File: src/rtl/mc_stream_pkg.sv
// Shared types, width helpers and arbitration search functions for the
// multi-channel stream arbiter.
package mc_stream_pkg;

   typedef enum logic {
      ARB_RR    = 1'b0,
      ARB_FIXED = 1'b1
   } arb_mode_e;

   localparam int MAX_CH      = 16;
   localparam int NUM_CH_DFLT = 4;
   localparam int DEPTH_DFLT  = 4;

   function automatic int calc_ch_w(input int n);
      return (n <= 1) ? 1 : $clog2(n);
   endfunction

   function automatic int calc_lvl_w(input int d);
      return $clog2(d + 1);
   endfunction

   localparam int CH_W_DFLT  = calc_ch_w(NUM_CH_DFLT);
   localparam int LVL_W_DFLT = calc_lvl_w(DEPTH_DFLT);

   // First requester found at or after last+1, wrapping modulo n.
   // Iterating from the far end lets the nearest candidate win.
   // Returns last when nothing requests.
   function automatic int unsigned rr_next(input logic [MAX_CH-1:0] req,
                                           input int unsigned last,
                                           input int unsigned n);
      int unsigned cand;
      rr_next = last;
      for (int unsigned k = MAX_CH; k >= 1; k--) begin
         cand = (last + k) % n;
         if (k <= n && req[cand[3:0]]) begin
            rr_next = cand;
         end
      end
   endfunction

   // Lowest-index requester among the first n bits; 0 when nothing requests.
   function automatic int unsigned prio_next(input logic [MAX_CH-1:0] req,
                                             input int unsigned n);
      prio_next = 0;
      for (int unsigned k = MAX_CH; k >= 1; k--) begin
         if ((k - 1) < n && req[4'(k - 1)]) begin
            prio_next = k - 1;
         end
      end
   endfunction

endpackage

File: src/rtl/mc_stream_arbiter_fifo.sv
// Single-clock per-channel FIFO with an explicit 0..DEPTH level counter so
// full and empty never alias.
module ch_sync_fifo
   import mc_stream_pkg::*;
#(
   parameter int DATA_WIDTH = 8,
   parameter int DEPTH      = 4
) (
   input  logic                              clk,
   input  logic                              rst_n,
   input  logic                              wr_en,
   input  logic [DATA_WIDTH-1:0]             wr_data,
   input  logic                              rd_en,
   output logic [DATA_WIDTH-1:0]             rd_data,
   output logic [calc_lvl_w(DEPTH)-1:0]      level,
   output logic                              full,
   output logic                              empty
);

   localparam int PTR_W = $clog2(DEPTH);
   localparam int LVL_W = calc_lvl_w(DEPTH);

   logic [DATA_WIDTH-1:0] mem_q [DEPTH];
   logic [PTR_W-1:0]      wr_ptr_q, wr_ptr_d;
   logic [PTR_W-1:0]      rd_ptr_q, rd_ptr_d;
   logic [LVL_W-1:0]      level_q, level_d;
   logic                  do_wr, do_rd;

   assign full    = (level_q == LVL_W'(DEPTH));
   assign empty   = (level_q == '0);
   assign level   = level_q;
   assign rd_data = mem_q[rd_ptr_q];

   // A full FIFO refuses writes even when it is popped in the same cycle.
   assign do_wr = wr_en && !full;
   assign do_rd = rd_en && !empty;

   always_comb begin
      wr_ptr_d = wr_ptr_q;
      rd_ptr_d = rd_ptr_q;
      level_d  = level_q;
      if (do_wr) begin
         wr_ptr_d = wr_ptr_q + PTR_W'(1);
      end
      if (do_rd) begin
         rd_ptr_d = rd_ptr_q + PTR_W'(1);
      end
      case ({do_wr, do_rd})
         2'b10:   level_d = level_q + LVL_W'(1);
         2'b01:   level_d = level_q - LVL_W'(1);
         default: level_d = level_q;
      endcase
   end

   always_ff @(posedge clk or negedge rst_n) begin
      if (!rst_n) begin
         wr_ptr_q <= '0;
         rd_ptr_q <= '0;
         level_q  <= '0;
      end else begin
         wr_ptr_q <= wr_ptr_d;
         rd_ptr_q <= rd_ptr_d;
         level_q  <= level_d;
      end
   end

   always_ff @(posedge clk) begin
      if (do_wr) begin
         mem_q[wr_ptr_q] <= wr_data;
      end
   end

endmodule

File: src/rtl/mc_stream_arbiter.sv
// Merges NUM_CH buffered valid/ready streams onto one registered output
// stream tagged with its source channel; round-robin or fixed priority.
module mc_stream_arbiter
   import mc_stream_pkg::*;
#(
   parameter int NUM_CH     = 4,
   parameter int DATA_WIDTH = 8,
   parameter int DEPTH      = 4,
   parameter int ARB_MODE   = 0
) (
   input  logic                                   clk,
   input  logic                                   rst_n,
   input  logic [NUM_CH-1:0]                      data_in_vld,
   input  logic [NUM_CH*DATA_WIDTH-1:0]           data_in,
   output logic [NUM_CH-1:0]                      data_in_rdy,
   output logic                                   data_out_vld,
   output logic [DATA_WIDTH-1:0]                  data_out,
   output logic [calc_ch_w(NUM_CH)-1:0]           data_out_ch,
   input  logic                                   data_out_rdy,
   output logic [NUM_CH*calc_lvl_w(DEPTH)-1:0]    fifo_level
);

   localparam int CH_W  = calc_ch_w(NUM_CH);
   localparam int LVL_W = calc_lvl_w(DEPTH);

   logic [NUM_CH-1:0]     fifo_full;
   logic [NUM_CH-1:0]     fifo_empty;
   logic [NUM_CH-1:0]     fifo_wr_en;
   logic [NUM_CH-1:0]     fifo_rd_en;
   logic [NUM_CH-1:0]     fifo_nonempty;
   logic [DATA_WIDTH-1:0] fifo_rd_data [NUM_CH];
   logic [LVL_W-1:0]      fifo_lvl     [NUM_CH];

   logic                  run_q, run_d;
   logic                  out_vld_q, out_vld_d;
   logic [DATA_WIDTH-1:0] out_data_q, out_data_d;
   logic [CH_W-1:0]       out_ch_q, out_ch_d;
   logic [CH_W-1:0]       last_grant_q, last_grant_d;

   logic [MAX_CH-1:0]     req_pad;
   int unsigned           grant_idx;
   logic [CH_W-1:0]       grant;
   logic                  any_req;
   logic                  load;

   for (genvar g = 0; g < NUM_CH; g++) begin : g_ch
      ch_sync_fifo #(
         .DATA_WIDTH (DATA_WIDTH),
         .DEPTH      (DEPTH)
      ) u_fifo (
         .clk     (clk),
         .rst_n   (rst_n),
         .wr_en   (fifo_wr_en[g]),
         .wr_data (data_in[g*DATA_WIDTH +: DATA_WIDTH]),
         .rd_en   (fifo_rd_en[g]),
         .rd_data (fifo_rd_data[g]),
         .level   (fifo_lvl[g]),
         .full    (fifo_full[g]),
         .empty   (fifo_empty[g])
      );
      assign fifo_level[g*LVL_W +: LVL_W] = fifo_lvl[g];
   end

   // Ready is held low through reset and comes from registered state only,
   // so there is no combinational path from data_out_rdy.
   assign data_in_rdy   = {NUM_CH{run_q}} & ~fifo_full;
   assign fifo_wr_en    = data_in_vld & data_in_rdy;
   assign fifo_nonempty = ~fifo_empty;
   assign any_req       = |fifo_nonempty;
   assign load          = (!out_vld_q || data_out_rdy) && any_req;
   assign run_d         = 1'b1;

   always_comb begin
      req_pad                = '0;
      req_pad[NUM_CH-1:0]    = fifo_nonempty;
      if (ARB_MODE == int'(ARB_FIXED)) begin
         grant_idx = prio_next(req_pad, NUM_CH);
      end else begin
         grant_idx = rr_next(req_pad, 32'(last_grant_q), NUM_CH);
      end
      grant = CH_W'(grant_idx);
   end

   always_comb begin
      fifo_rd_en   = '0;
      out_vld_d    = out_vld_q;
      out_data_d   = out_data_q;
      out_ch_d     = out_ch_q;
      last_grant_d = last_grant_q;
      if (load) begin
         fifo_rd_en[grant] = 1'b1;
         out_vld_d         = 1'b1;
         out_data_d        = fifo_rd_data[grant];
         out_ch_d          = grant;
         last_grant_d      = grant;
      end else if (data_out_rdy) begin
         out_vld_d = 1'b0;
      end
   end

   always_ff @(posedge clk or negedge rst_n) begin
      if (!rst_n) begin
         run_q        <= 1'b0;
         out_vld_q    <= 1'b0;
         out_data_q   <= '0;
         out_ch_q     <= '0;
         last_grant_q <= CH_W'(NUM_CH - 1);
      end else begin
         run_q        <= run_d;
         out_vld_q    <= out_vld_d;
         out_data_q   <= out_data_d;
         out_ch_q     <= out_ch_d;
         last_grant_q <= last_grant_d;
      end
   end

   assign data_out_vld = out_vld_q;
   assign data_out     = out_data_q;
   assign data_out_ch  = out_ch_q;

endmodule

File: config.mk
export PLATFORM = sky130hd
export DESIGN_NAME = mc_stream_arbiter
export DESIGN_NICKNAME = d
export VERILOG_FILES = /design/src/rtl/mc_stream_pkg.sv /design/src/rtl/mc_stream_arbiter_fifo.sv /design/src/rtl/mc_stream_arbiter.sv
export SDC_FILE = /design/constraint.sdc
export NUM_CORES = 1
export LEC_CHECK = 0
export CORE_ASPECT_RATIO = 1.75
export CORE_MARGIN = 2
export CORE_UTILIZATION = 30
export CTS_BUF_LIST = sky130_fd_sc_hd__clkbuf_4 sky130_fd_sc_hd__clkbuf_8 sky130_fd_sc_hd__clkbuf_16
export CTS_CLUSTER_SIZE = 8
export DETAILED_ROUTE_END_ITERATION = 12
export PLACE_DENSITY = 0.57
export SLEW_MARGIN = 20
export SYNTH_ARGS = -nofsm -noshare
export SYNTH_HDL_FRONTEND = slang
export SYNTH_SLANG_ARGS = --single-unit
File: constraint.sdc
create_clock -name clk -period 4.6 [get_ports clk]
set_input_delay 0.92 -clock clk [delete_from_list [all_inputs] [get_ports clk]]
set_output_delay 0.92 -clock clk [all_outputs]
set_load 0.01 [all_outputs]
# After elaboration in Yosys (flattened, before gate mapping)
# Memory sizes are Yosys's and may differ from the RTL's.
# Cells that the tools add are included.
[totals]
reg_bits = 42
mem_bits_rw = 128
in_bits = 39
out_inout_bits = 27
word_cells = 127
memories = 4
[mem_list]
columns = ["memory", "words", "width", "rd", "rd_clocked_by_memory_dff", "write_ports", "line", "source"]
rows = [
  ["g_ch[0].u_fifo.mem_q", 4, 8, 1, 0, 1, "mc_stream_arbiter_fifo.sv:23", "logic [DATA_WIDTH-1:0] mem_q [DEPTH];"],
  ["g_ch[1].u_fifo.mem_q", 4, 8, 1, 0, 1, "mc_stream_arbiter_fifo.sv:23", ""],
  ["g_ch[2].u_fifo.mem_q", 4, 8, 1, 0, 1, "mc_stream_arbiter_fifo.sv:23", ""],
  ["g_ch[3].u_fifo.mem_q", 4, 8, 1, 0, 1, "mc_stream_arbiter_fifo.sv:23", ""],
]
[op_classes]
add_sub_neg = 20
n_lt_le_gt_ge = 7
eq_ne = 12
n_mux = 32
n_bitwise = 5
n_reduce_logical = 30
[ops]
columns = ["op", "count"]
rows = [
  ["case mux 3 bit (2 select lines)", 4],
  ["adder 2 x 1 -> 2 bit (second input constant)", 10],
  ["< comparator 2 x 5 -> 1 bit (second input constant)", 4],
  ["binary-select mux 8 bit (select 2 bit)", 1],
  ["two-way mux 8 bit", 2],
  ["two-way mux 1 bit", 15],
  ["adder 3 x 1 -> 3 bit (second input constant)", 4],
  ["== test 3 bit (second input constant)", 4],
  ["logical NOT 3 bit", 4],
  ["subtractor 3 x 1 -> 3 bit (second input constant)", 4],
  ["logical AND 1 bit", 10],
  ["nonzero test 2 bit", 5],
  ["logical NOT 1 bit", 9],
  ["bitwise AND 4 bit", 2],
  ["binary-select mux 1 bit (select 2 bit)", 4],
  ["== test 2 x 1 -> 1 bit (second input constant)", 4],
  ["== test 2 bit (second input constant)", 4],
  ["two-way mux 2 bit", 4],
  ["NOT 4 bit", 2],
  ["adder 2 bit (second input constant)", 2],
  ["two-way mux 4 bit", 1],
  ["OR reduction 4 bit", 1],
  [">= comparator 3 bit (second input constant)", 1],
  ["< comparator 2 x 3 -> 1 bit (second input constant)", 1],
  ["4 further kinds", 4],
]

# Logic depth before layout (Yosys ltp)
# Gate-level depths: netlist of run 1.
[logic_depth]
word_depth = 16
ltp_mapped = 13
mapped_depth_nobuf = 11

# Modules after synthesis
# From an unflattened synthesis of run 1, not the netlist that was laid out.
[unflattened]
cells_unflattened = 405
area_unflattened_um2 = 7220.7
[by_module_without_submodules]
columns = ["mod", "n_inst", "cells_per_inst", "area_each_um2", "seq_area_each_um2"]
rows = [
  ["ch_sync_fifo at g_ch[2].u_fifo ...", 2, 79, 1592.8, 1136.1],
  ["ch_sync_fifo at g_ch[0].u_fifo ...", 2, 80, 1584.0, 1136.1],
  ["mc_stream_arbiter", 1, 87, 867.1, 352.8],
]

# Least setup slack after synthesis of run 1
# No wires, ideal clock.
[synth_timing]
kind = "input port to flip-flop"
startpoint = "input port data_out_rdy"
endpoint = "register g_ch[3].u_fifo.level_q[2]"
setup_ns = 0.080
t_arrival_ns = 2.556
required_ns = 4.520
slack_ns = 1.964
path_stages = 10
path_cell_list = "nand2b_1 > o21a_1 > nand3_2 > nor3_2 > ha_1 > inv_1 > fa_1 > xor2_1 > nor2_1 > xor2_1"
[synth_via]
elab_chain_cells = 6
elab_cells_between_ends = 8
[synth_lines]
columns = ["item", "line", "source"]
rows = [
  ["start: declaration", "mc_stream_arbiter.sv:19", "input logic data_out_rdy,"],
  ["logical OR 1 bit (*)", "mc_stream_arbiter.sv:70", "assign load = (!out_vld_q || data_out_rdy) && any_req;"],
  ["logical AND 1 bit (*)", "mc_stream_arbiter.sv:70", ""],
  ["two-way mux 4 bit (*)", "mc_stream_arbiter.sv:90", "if (load) begin"],
  ["logical AND 1 bit (*)", "mc_stream_arbiter_fifo.sv:36", "assign do_rd = rd_en && !empty;"],
  ["named net g_ch[3].u_fifo.do_rd", "mc_stream_arbiter_fifo.sv:27", "logic do_wr, do_rd;"],
  ["== test 2 x 1 -> 1 bit / == test 2 bit (equally long branches)", "mc_stream_arbiter_fifo.sv:48", "case ({do_wr, do_rd})"],
  ["case mux 3 bit (2 select lines) / nonzero test 2 bit (equally long branches)", "--", ""],
  ["end signal: assignment", "mc_stream_arbiter_fifo.sv:63", "level_q <= level_d;"],
  ["end: declaration", "mc_stream_arbiter_fifo.sv:26", "logic [LVL_W-1:0] level_q, level_d;"],
]
# The timed path passes the listed nets; every way through them passes the cells marked *.
# A chain may end at the register's enable or synchronous reset.

# Worst setup path in the final report of run 1
[layout_timing]
startpoint = "input port data_out_rdy"
endpoint = "register g_ch[1].u_fifo.level_q[2]"
[layout_via]
elab_chain_cells = 6
elab_cells_between_ends = 8
[layout_lines]
columns = ["item", "line"]
rows = [
  ["logical OR 1 bit (*)", "mc_stream_arbiter.sv:70"],
  ["logical AND 1 bit (*)", "mc_stream_arbiter.sv:70"],
  ["two-way mux 4 bit (*)", "mc_stream_arbiter.sv:90"],
  ["logical AND 1 bit (*)", "mc_stream_arbiter_fifo.sv:36"],
  ["named net g_ch[1].u_fifo.do_rd", "mc_stream_arbiter_fifo.sv:27"],
  ["== test 2 x 1 -> 1 bit / == test 2 bit (equally long branches)", "mc_stream_arbiter_fifo.sv:48"],
  ["case mux 3 bit (2 select lines) / nonzero test 2 bit (equally long branches)", "--"],
  ["end signal: assignment", "mc_stream_arbiter_fifo.sv:63"],
  ["end: declaration", "mc_stream_arbiter_fifo.sv:26"],
]
# Marks and branches as above.

==> impl_metrics.prom, run 1 <==
# TYPE chip_impl_metric gauge
chip_impl_metric{name="place.gp.congestion",unit=""} 0.717
chip_impl_metric{name="grt_first_pass_wirelength",unit="mm"} 23.4
chip_impl_metric{name="nNetsFinal",unit=""} 545
chip_impl_metric{name="design.die.area",unit="µm²"} 25300
chip_impl_metric{name="p_leak",unit="nW"} 3.20
chip_impl_metric{name="final.min_clock_period",unit="ps"} 3250
chip_impl_metric{name="number_of_buffers_created_by_cts",unit=""} 17
chip_impl_info{name="rsz0062_at_grt",value="false"} 1
chip_impl_metric{name="ios",unit=""} 66
chip_impl_metric{name="crit_arrival",unit="ps"} 3600
chip_impl_metric{name="drv_slew",unit=""} 0
chip_impl_metric{name="max_freq",unit="MHz"} 307
chip_impl_metric{name="netlist_instances",unit=""} 413
chip_impl_metric{name="worst_skew_pair.late_latency",unit="ps"} 430
chip_impl_metric{name="layout_setup_ws",unit="ps"} 1350
chip_impl_metric{name="seq_area_frac_synth",unit="%"} 68.0
chip_impl_metric{name="floorplan.die.height",unit="µm"} 209
chip_impl_metric{name="cp_data_required_time",unit="ps"} 4950
chip_impl_metric{name="antenna_found_initial",unit=""} 0
chip_impl_metric{name="max_clock_buf_depth",unit=""} 2
chip_impl_info{name="worstSetupStartpointType",value="primary input"} 1
chip_impl_metric{name="post-route-drc-count",unit=""} 0
chip_impl_metric{name="ir_drop",unit="V"} 0.000249
chip_impl_info{name="outcome",value="finished clean"} 1
chip_impl_metric{name="multi_input_gate_area_in_the_final_layout",unit="µm²"} 2120
chip_impl_metric{name="diodes",unit=""} 0
chip_impl_metric{name="cts_setup_buffers",unit=""} 0
chip_impl_metric{name="cts-hold-fix-buffers",unit=""} 0
chip_impl_metric{name="ys.warnings.count",unit=""} 0
chip_impl_metric{name="core_region_area",unit="µm²"} 23800
chip_impl_metric{name="dr.first_iter.drc_count",unit=""} 195
chip_impl_metric{name="nFillCells",unit=""} 2260
chip_impl_metric{name="portBuffers",unit=""} 65
chip_impl_metric{name="number_of_global_route_vias_before_repair",unit=""} 4022
chip_impl_metric{name="layout.core_utilization",unit="%"} 37.0
chip_impl_metric{name="starting_density",unit="%"} 30.2
chip_impl_metric{name="final-hold-violation-count",unit=""} 0
chip_impl_metric{name="ctsHtreeMaxLevel",unit=""} 4
chip_impl_metric{name="detailed_place_hpwl",unit="mm"} 11.1
chip_impl_metric{name="drv.max_cap_violation_count",unit=""} 0
chip_impl_metric{name="row_count",unit=""} 75
chip_impl_metric{name="ant_nets",unit=""} 0
chip_impl_metric{name="synthesis.nets",unit=""} 476
chip_impl_metric{name="global_route.usage.total",unit="%"} 12.7
chip_impl_metric{name="detail_route.first_pass.iterations",unit=""} 4
chip_impl_metric{name="area.growth.synth_to_final",unit="%"} 22.2
chip_impl_metric{name="finalSetupViolations",unit=""} 0
chip_impl_metric{name="die-width",unit="µm"} 121
chip_impl_metric{name="synthArstFlopShare",unit="%"} 24.7
chip_impl_metric{name="fin_skew",unit="ps"} 11.3
chip_impl_metric{name="timing.final.crit_share",unit="%"} 70.7
chip_impl_metric{name="drt-vias-per-instance",unit=""} 4.60
chip_impl_info{name="worstHoldPathType",value="primary input to asynchronous set/reset pin"} 1
chip_impl_metric{name="vias",unit=""} 3697
chip_impl_metric{name="drt-wirelength-per-cell",unit="µm"} 18.8
chip_impl_metric{name="synthesis.area_per_instance",unit="µm²"} 17.4
chip_impl_metric{name="grt_remaining_overflow",unit=""} 0
chip_impl_metric{name="cts.repair.resized",unit=""} 0
chip_impl_metric{name="relSlewSlack",unit="%"} 41.1
chip_impl_metric{name="worst_hold_slack",unit="ps"} 487
chip_impl_metric{name="pre_cts_ws",unit="ps"} 892
chip_impl_metric{name="layout.area.seq",unit="µm²"} 4900
chip_impl_info{name="timing.setup.critical_path_class",value="primary input to flop"} 1
chip_impl_info{name="tritoncts",value="done"} 1
chip_impl_metric{name="critPathMaxFanout",unit=""} 13
chip_impl_metric{name="mappedNetlistArea",unit="µm²"} 7200
chip_impl_metric{name="power.density",unit="nW/µm²"} 659
chip_impl_metric{name="clkSinkCount",unit=""} 170
chip_impl_metric{name="cts.reportedPaths.clkPinSlew",unit="ps"} 60
chip_impl_info{name="clock_tree.root_cell",value="clkbuf_16"} 1
chip_impl_metric{name="final.setup.tns",unit="ps"} 0
chip_impl_metric{name="synth_enable_flop_cells",unit=""} 128
chip_impl_info{name="dominantRegCellSynth",value="edfxtp_1"} 1
chip_impl_metric{name="postSynthRegisterBits",unit=""} 170
chip_impl_metric{name="routed_wirelength",unit="mm"} 15.1
chip_impl_info{name="cp-end-kind",value="flop"} 1
chip_impl_metric{name="grt_max_degree",unit=""} 43
chip_impl_metric{name="ys_types",unit=""} 41
chip_impl_metric{name="tightestPinTransition",unit="ps"} 878
chip_impl_metric{name="post_route_cells_drive_above_1_share",unit="%"} 17.0
-- power breakdown --
part | internal, mW | total [mW] | leakage, nW | switching, mW
Combinational | 0.935 | 1.87 | 1.23 | 0.934
Sequential | 1.98 | 2.35 | 1.66 | 0.371
Clock | 1.01 | 1.59 | 0.315 | 0.583
Total | 3.92 | 5.80 | 3.20 | 1.89
-- path summary, 6_finish.rpt --
kind                                         start                    endpoint  slack [ps]  cells past startpoint
max in group asynchronous                    rst_n              data_out_ch[1]        3700                      1
hold / removal                               rst_n  g_ch[3].u_fifo.wr_ptr_q[1]         490                      1
setup reg to reg           g_ch[0].u_fifo.level[0]     g_ch[1].u_fifo.level[2]        1380                     11
setup / recovery                      data_out_rdy     g_ch[1].u_fifo.level[2]        1350                     11
min in group clk                    data_out_ch[1]              data_out_ch[1]         520                      2
hold reg to reg                     data_out_ch[1]              data_out_ch[1]         520                      2
-- worst max-delay path, stage by stage --
cell and delay [ps]:
clkdlybuf4s50_1 450, nand2b_1 170, o21ai_1 330, a21o_1 420, nor3_2 240, ha_1 230
inv_1 60, fa_1 370, xor2_1 150, nor2_1 120, xor2_1 160
-- layout make-up --
class,count,area share [%]
Clock buffer,22,5.33
Clock inverter,10,2.16
Inverter,27,1.15
Multi-Input combinational cell,201,24.0
Sequential cell,170,55.6
Tap cell,308,4.38
Timing Repair Buffer,65,7.36
-- cells in the mapped netlist (2+ instances only) --
cell	instances	share of area, %
edfxtp_1	128	53
dfrtp_1	40	14
mux4_2	32	10
inv_1	27	1.4
nand2_1	26	1.4
ha_1	20	3.5
mux2i_1	19	2.6
and3_1	17	1.5
xor2_1	14	1.7
xnor2_1	10	1.2
o221ai_1	8	0.97
buf_1	5	0.26
nor2_1	5	0.26
nor3_2	5	0.69
o21ai_0	5	0.35
a31oi_1	4	0.35
and2_1	4	0.35
clkbuf_1	4	0.21
fa_1	4	1.1
nand3_2	3	0.42
nor3_4	3	0.68
a21oi_1	2	0.14
buf_2	2	0.14
buf_4	2	0.21
dfstp_2	2	0.73
nand3_1	2	0.14
nor2_4	2	0.31
nor3_1	2	0.14
o21a_1	2	0.21
o21ai_1	2	0.14
or3_4	2	0.31
-- cell families after synthesis --
group           share of synthesized area [%]
flops                                    68.0
simple gates                             6.30
mux                                      12.6
buf+inv                                  2.66
compound gates                           2.87
fa+ha+maj                                4.58
xor+xnor                                 2.92
other cells                            0.0521
-- registers in the layout, summed over array words and instances, names as in the netlist --
| name | flops |
|---|---|
| last_grant_q | 2 |
| g_ch.u_fifo.mem_q | 128 |
| g_ch.u_fifo.rd_ptr_q | 8 |
| g_ch.u_fifo.wr_ptr_q | 8 |
| data_out_ch | 2 |
| run_q | 1 |
| data_out | 8 |
| data_out_vld | 1 |
| g_ch.u_fifo.level | 12 |
-- stage by stage --
stage | instance area [µm²] | cells | total power, mW
6_report | 8810 | 803 | 5.80
5_1_grt | 8810 | 803 | 6.13
4_1_cts | 8800 | 803 | 5.89
3_5_place_dp | 8150 | 771 | 4.29
3_3_place_gp | 8150 | 771 | 4.24
2_1_floorplan | 7200 | 413 | 3.64
-- placed cells by master, fill, tap and decap left out, types with 8 or more instances in the layout --
cell type | Yosys | routed
and3_1 | 17 | 17
clkbuf_16 | 0 | 17
clkdlybuf4s50_1 | 0 | 64
dfrtp_1 | 40 | 40
edfxtp_1 | 128 | 128
ha_1 | 20 | 20
inv_1 | 27 | 27
mux2i_1 | 19 | 19
mux4_2 | 32 | 32
nand2_1 | 26 | 26
o221ai_1 | 8 | 8
xnor2_1 | 10 | 10
xor2_1 | 14 | 14
-- layer usage --
layer | wire length (µm) | GRT usage (%) | vias to the layer above
met5 | 0 | 0 | -
met4 | 412 | 5.71 | 0
met3 | 522 | 2.70 | 19
met2 | 8530 | 22.8 | 77
met1 | 5620 | 14.0 | 1905
li1 | - | - | 1696
(Power assumes the default switching activity.)
==> run 2, diff against run 1 <==
--- a/config.mk
+++ b/config.mk
@@ -11,7 +11,7 @@
 export CTS_BUF_LIST = sky130_fd_sc_hd__clkbuf_4 sky130_fd_sc_hd__clkbuf_8 sky130_fd_sc_hd__clkbuf_16
 export CTS_CLUSTER_SIZE = 8
 export DETAILED_ROUTE_END_ITERATION = 12
-export PLACE_DENSITY = 0.57
+export PLACE_DENSITY = 0.59
 export SLEW_MARGIN = 20
 export SYNTH_ARGS = -nofsm -noshare
 export SYNTH_HDL_FRONTEND = slang
==> constraint.sdc (replaced) <==
create_clock -name clk -period 2.8 [get_ports clk]
set_input_delay 0.56 -clock clk [delete_from_list [all_inputs] [get_ports clk]]
set_output_delay 0.56 -clock clk [all_outputs]
set_load 0.01 [all_outputs]
==> run 2 against run 1 <==
Compared with the run above:
- core utilization increased by 0.54 points
- first-iteration DRC count increased by 7.7%
- critical path type is now flop to flop
- critical endpoint is now g_ch[3].u_fifo.level[2]
- via count increased by 1.5%
==> impl_metrics.prom, run 2 (same netlist as run 1, synthesis figures left out) <==
# TYPE chip_impl_metric gauge
chip_impl_metric{name="post-route-drc-count",unit=""} 0
chip_impl_metric{name="diodes",unit=""} 0
chip_impl_metric{name="dr.first_iter.drc_count",unit=""} 210
chip_impl_metric{name="relSlewSlack",unit="%"} 56.0
chip_impl_metric{name="placedInstanceArea",unit="µm²"} 8280
chip_impl_metric{name="worst_skew_pair.late_latency",unit="ps"} 430
chip_impl_metric{name="core_region_area",unit="µm²"} 23800
chip_impl_metric{name="final-hold-violation-count",unit=""} 0
chip_impl_info{name="critPathSlowestCell",value="or3_4"} 1
chip_impl_metric{name="critical_path_s_largest_stage_delay",unit="ps"} 440
chip_impl_metric{name="finish.instance_area",unit="µm²"} 8940
chip_impl_info{name="worstSetupStartpointType",value="flop"} 1
chip_impl_metric{name="ios",unit=""} 66
chip_impl_metric{name="post_route_cells_drive_above_1_share",unit="%"} 21.6
chip_impl_metric{name="routedLengthMet1",unit="mm"} 5.41
chip_impl_metric{name="nNetsFinal",unit=""} 565
chip_impl_metric{name="fin_skew",unit="ps"} 13.2
chip_impl_metric{name="final.min_clock_period",unit="ps"} 2690
chip_impl_metric{name="global_route.usage.total",unit="%"} 12.8
chip_impl_metric{name="portBuffers",unit=""} 65
chip_impl_metric{name="grt_remaining_overflow",unit=""} 0
chip_impl_metric{name="starting_density",unit="%"} 30.2
chip_impl_metric{name="cp.buffers_inverters",unit=""} 1
chip_impl_metric{name="detailed_place_hpwl",unit="mm"} 11.5
chip_impl_metric{name="floorplan.die.height",unit="µm"} 209
chip_impl_metric{name="critPathMaxFanout",unit=""} 5
chip_impl_metric{name="ant_nets",unit=""} 0
chip_impl_info{name="clock_tree.root_cell",value="clkbuf_16"} 1
chip_impl_info{name="most-common-layout-cells",value="edfxtp_1 (128), clkdlybuf4s50_1 (64), dfrtp_1 (37)"} 1
chip_impl_metric{name="p_leak",unit="nW"} 3.27
chip_impl_info{name="path_common_cell",value="xor2_1"} 1
chip_impl_metric{name="place.gp.congestion",unit=""} 0.732
chip_impl_info{name="cp-end-kind",value="flop"} 1
chip_impl_metric{name="cts-hold-fix-buffers",unit=""} 0
chip_impl_metric{name="ctsHtreeMaxLevel",unit=""} 4
chip_impl_metric{name="max_ffs_per_register",unit=""} 128
chip_impl_metric{name="antenna_found_initial",unit=""} 0
chip_impl_metric{name="ir_drop",unit="V"} 0.000492
chip_impl_info{name="tritoncts",value="done"} 1
chip_impl_metric{name="cts.reportedPaths.clkPinSlew",unit="ps"} 60
chip_impl_metric{name="routed_wirelength",unit="mm"} 15.3
chip_impl_info{name="critPathTopFamily",value="simple AND/OR/NAND/NOR gates"} 1
chip_impl_metric{name="detail_route.first_pass.iterations",unit=""} 4
chip_impl_metric{name="max_clock_buf_depth",unit=""} 2
chip_impl_info{name="worstHoldPathType",value="primary input to asynchronous set/reset pin"} 1
chip_impl_metric{name="drv_slew",unit=""} 0
chip_impl_metric{name="number_of_buffers_created_by_cts",unit=""} 17
chip_impl_info{name="timing.setup.critical_path_class",value="flop to flop"} 1
chip_impl_info{name="largest-register",value="g_ch.u_fifo.mem_q"} 1
chip_impl_metric{name="vias",unit=""} 3754
chip_impl_info{name="rsz0062_at_grt",value="true"} 1
chip_impl_metric{name="grt_first_pass_wirelength",unit="mm"} 23.6
chip_impl_metric{name="row_count",unit=""} 75
chip_impl_metric{name="drt-wirelength-per-cell",unit="µm"} 18.5
chip_impl_info{name="outcome",value="finished clean"} 1
chip_impl_metric{name="clkSinkCount",unit=""} 170
chip_impl_info{name="top_layer",value="met4"} 1
chip_impl_metric{name="drv.max_cap_violation_count",unit=""} 0
chip_impl_metric{name="timing.final.crit_share",unit="%"} 96.0
chip_impl_metric{name="die-width",unit="µm"} 121
chip_impl_metric{name="drt-vias-per-instance",unit=""} 4.56
chip_impl_metric{name="tightestPinTransition",unit="ps"} 660
chip_impl_info{name="final_common_cell",value="edfxtp_1"} 1
chip_impl_metric{name="crit_arrival",unit="ps"} 3030
chip_impl_info{name="timing.critical_path.cells",value="or3_4, o21ai_1, a31o_2, nand3_4, nor3_4, ha_1, inv_1, fa_1, xor2_1, nor2_1, xor2_1"} 1
chip_impl_metric{name="detailroute.wirelength.met3",unit="µm"} 479
chip_impl_metric{name="finalSetupViolations",unit=""} 0
chip_impl_metric{name="area.growth.synth_to_final",unit="%"} 24.0
chip_impl_metric{name="number_of_global_route_vias_before_repair",unit=""} 4184
chip_impl_metric{name="design.die.area",unit="µm²"} 25300
chip_impl_metric{name="power.density",unit="nW/µm²"} 1070
chip_impl_metric{name="cp_data_required_time",unit="ps"} 3140
chip_impl_metric{name="routed-wl-met2",unit="mm"} 9.09
chip_impl_metric{name="max_freq",unit="MHz"} 372
chip_impl_metric{name="total_power",unit="mW"} 9.55
chip_impl_metric{name="grt_max_degree",unit=""} 23
run 2: cell count changes in the layout (fill, tap and decap cells not counted), sizes merged:
cell,change
buf,+20
clkinv,+7
clkbuf,-5
inv,+4
bufinv,-3
clkinvlp,-3
run 2: power by group:
part | switching (mW) | internal [mW] | total, mW
Clock | 0.998 | 1.34 | 2.33
Combinational | 1.68 | 1.73 | 3.41
Sequential | 0.555 | 3.25 | 3.80
run 2: area by class of cell:
type	count	area, µm²
repair buffers	85	796
well taps	308	385
multi-input cells	201	2160
clock buffers	17	425
clock inverters	15	165
flip-flops and latches	170	4900
inverters	27	101
fillers	2241	14900
run 2: timing repair:
item | in CTS | in global routing
endpoints found under the hold margin | 0 | 0
endpoints found under the setup margin | 0 | 4
buffers inserted | 0 | 2
resized for setup | 0 | 12
run 2: final timing paths:
path | startpoint | endpoint | slack [ps] | cells after the start
worst max-delay path | g_ch[1].u_fifo.level[2] | g_ch[3].u_fifo.level[2] | 110 | 11
worst min-delay path | rst_n | g_ch[3].u_fifo.wr_ptr_q[1] | 90 | 1
worst max register to register | g_ch[1].u_fifo.level[2] | g_ch[3].u_fifo.level[2] | 110 | 11
worst min register to register | data_out_ch[1] | data_out_ch[1] | 490 | 2
max in group asynchronous | rst_n | last_grant_q[0] | 1940 | 2
min in group clk | data_out_ch[1] | data_out_ch[1] | 490 | 2
run 2: metal layers:
layer  up-vias  GRT usage (%)
li1       1745              -
met1      1915           12.9
met2        77           24.9
met3        17           2.78
met4         0           4.91
met5         -              0
run 2: stage by stage:
stage / utilization [%] / instances / setup TNS (ps) / setup WS (ps) / hold slack (ps)
6_report: 37.5 / 823 / 0 / 111 / 92.4
3_3_place_gp: 34.7 / 789 / 0 / 26.4 / 467
5_1_grt: 37.5 / 823 / -32.4 / -32.4 / 123
3_5_place_dp: 34.7 / 789 / -58.5 / -50.3 / 474
4_1_cts: 37.2 / 821 / 0 / 16.7 / 96.5
2_1_floorplan: - / 413 / 0 / 170 / 264
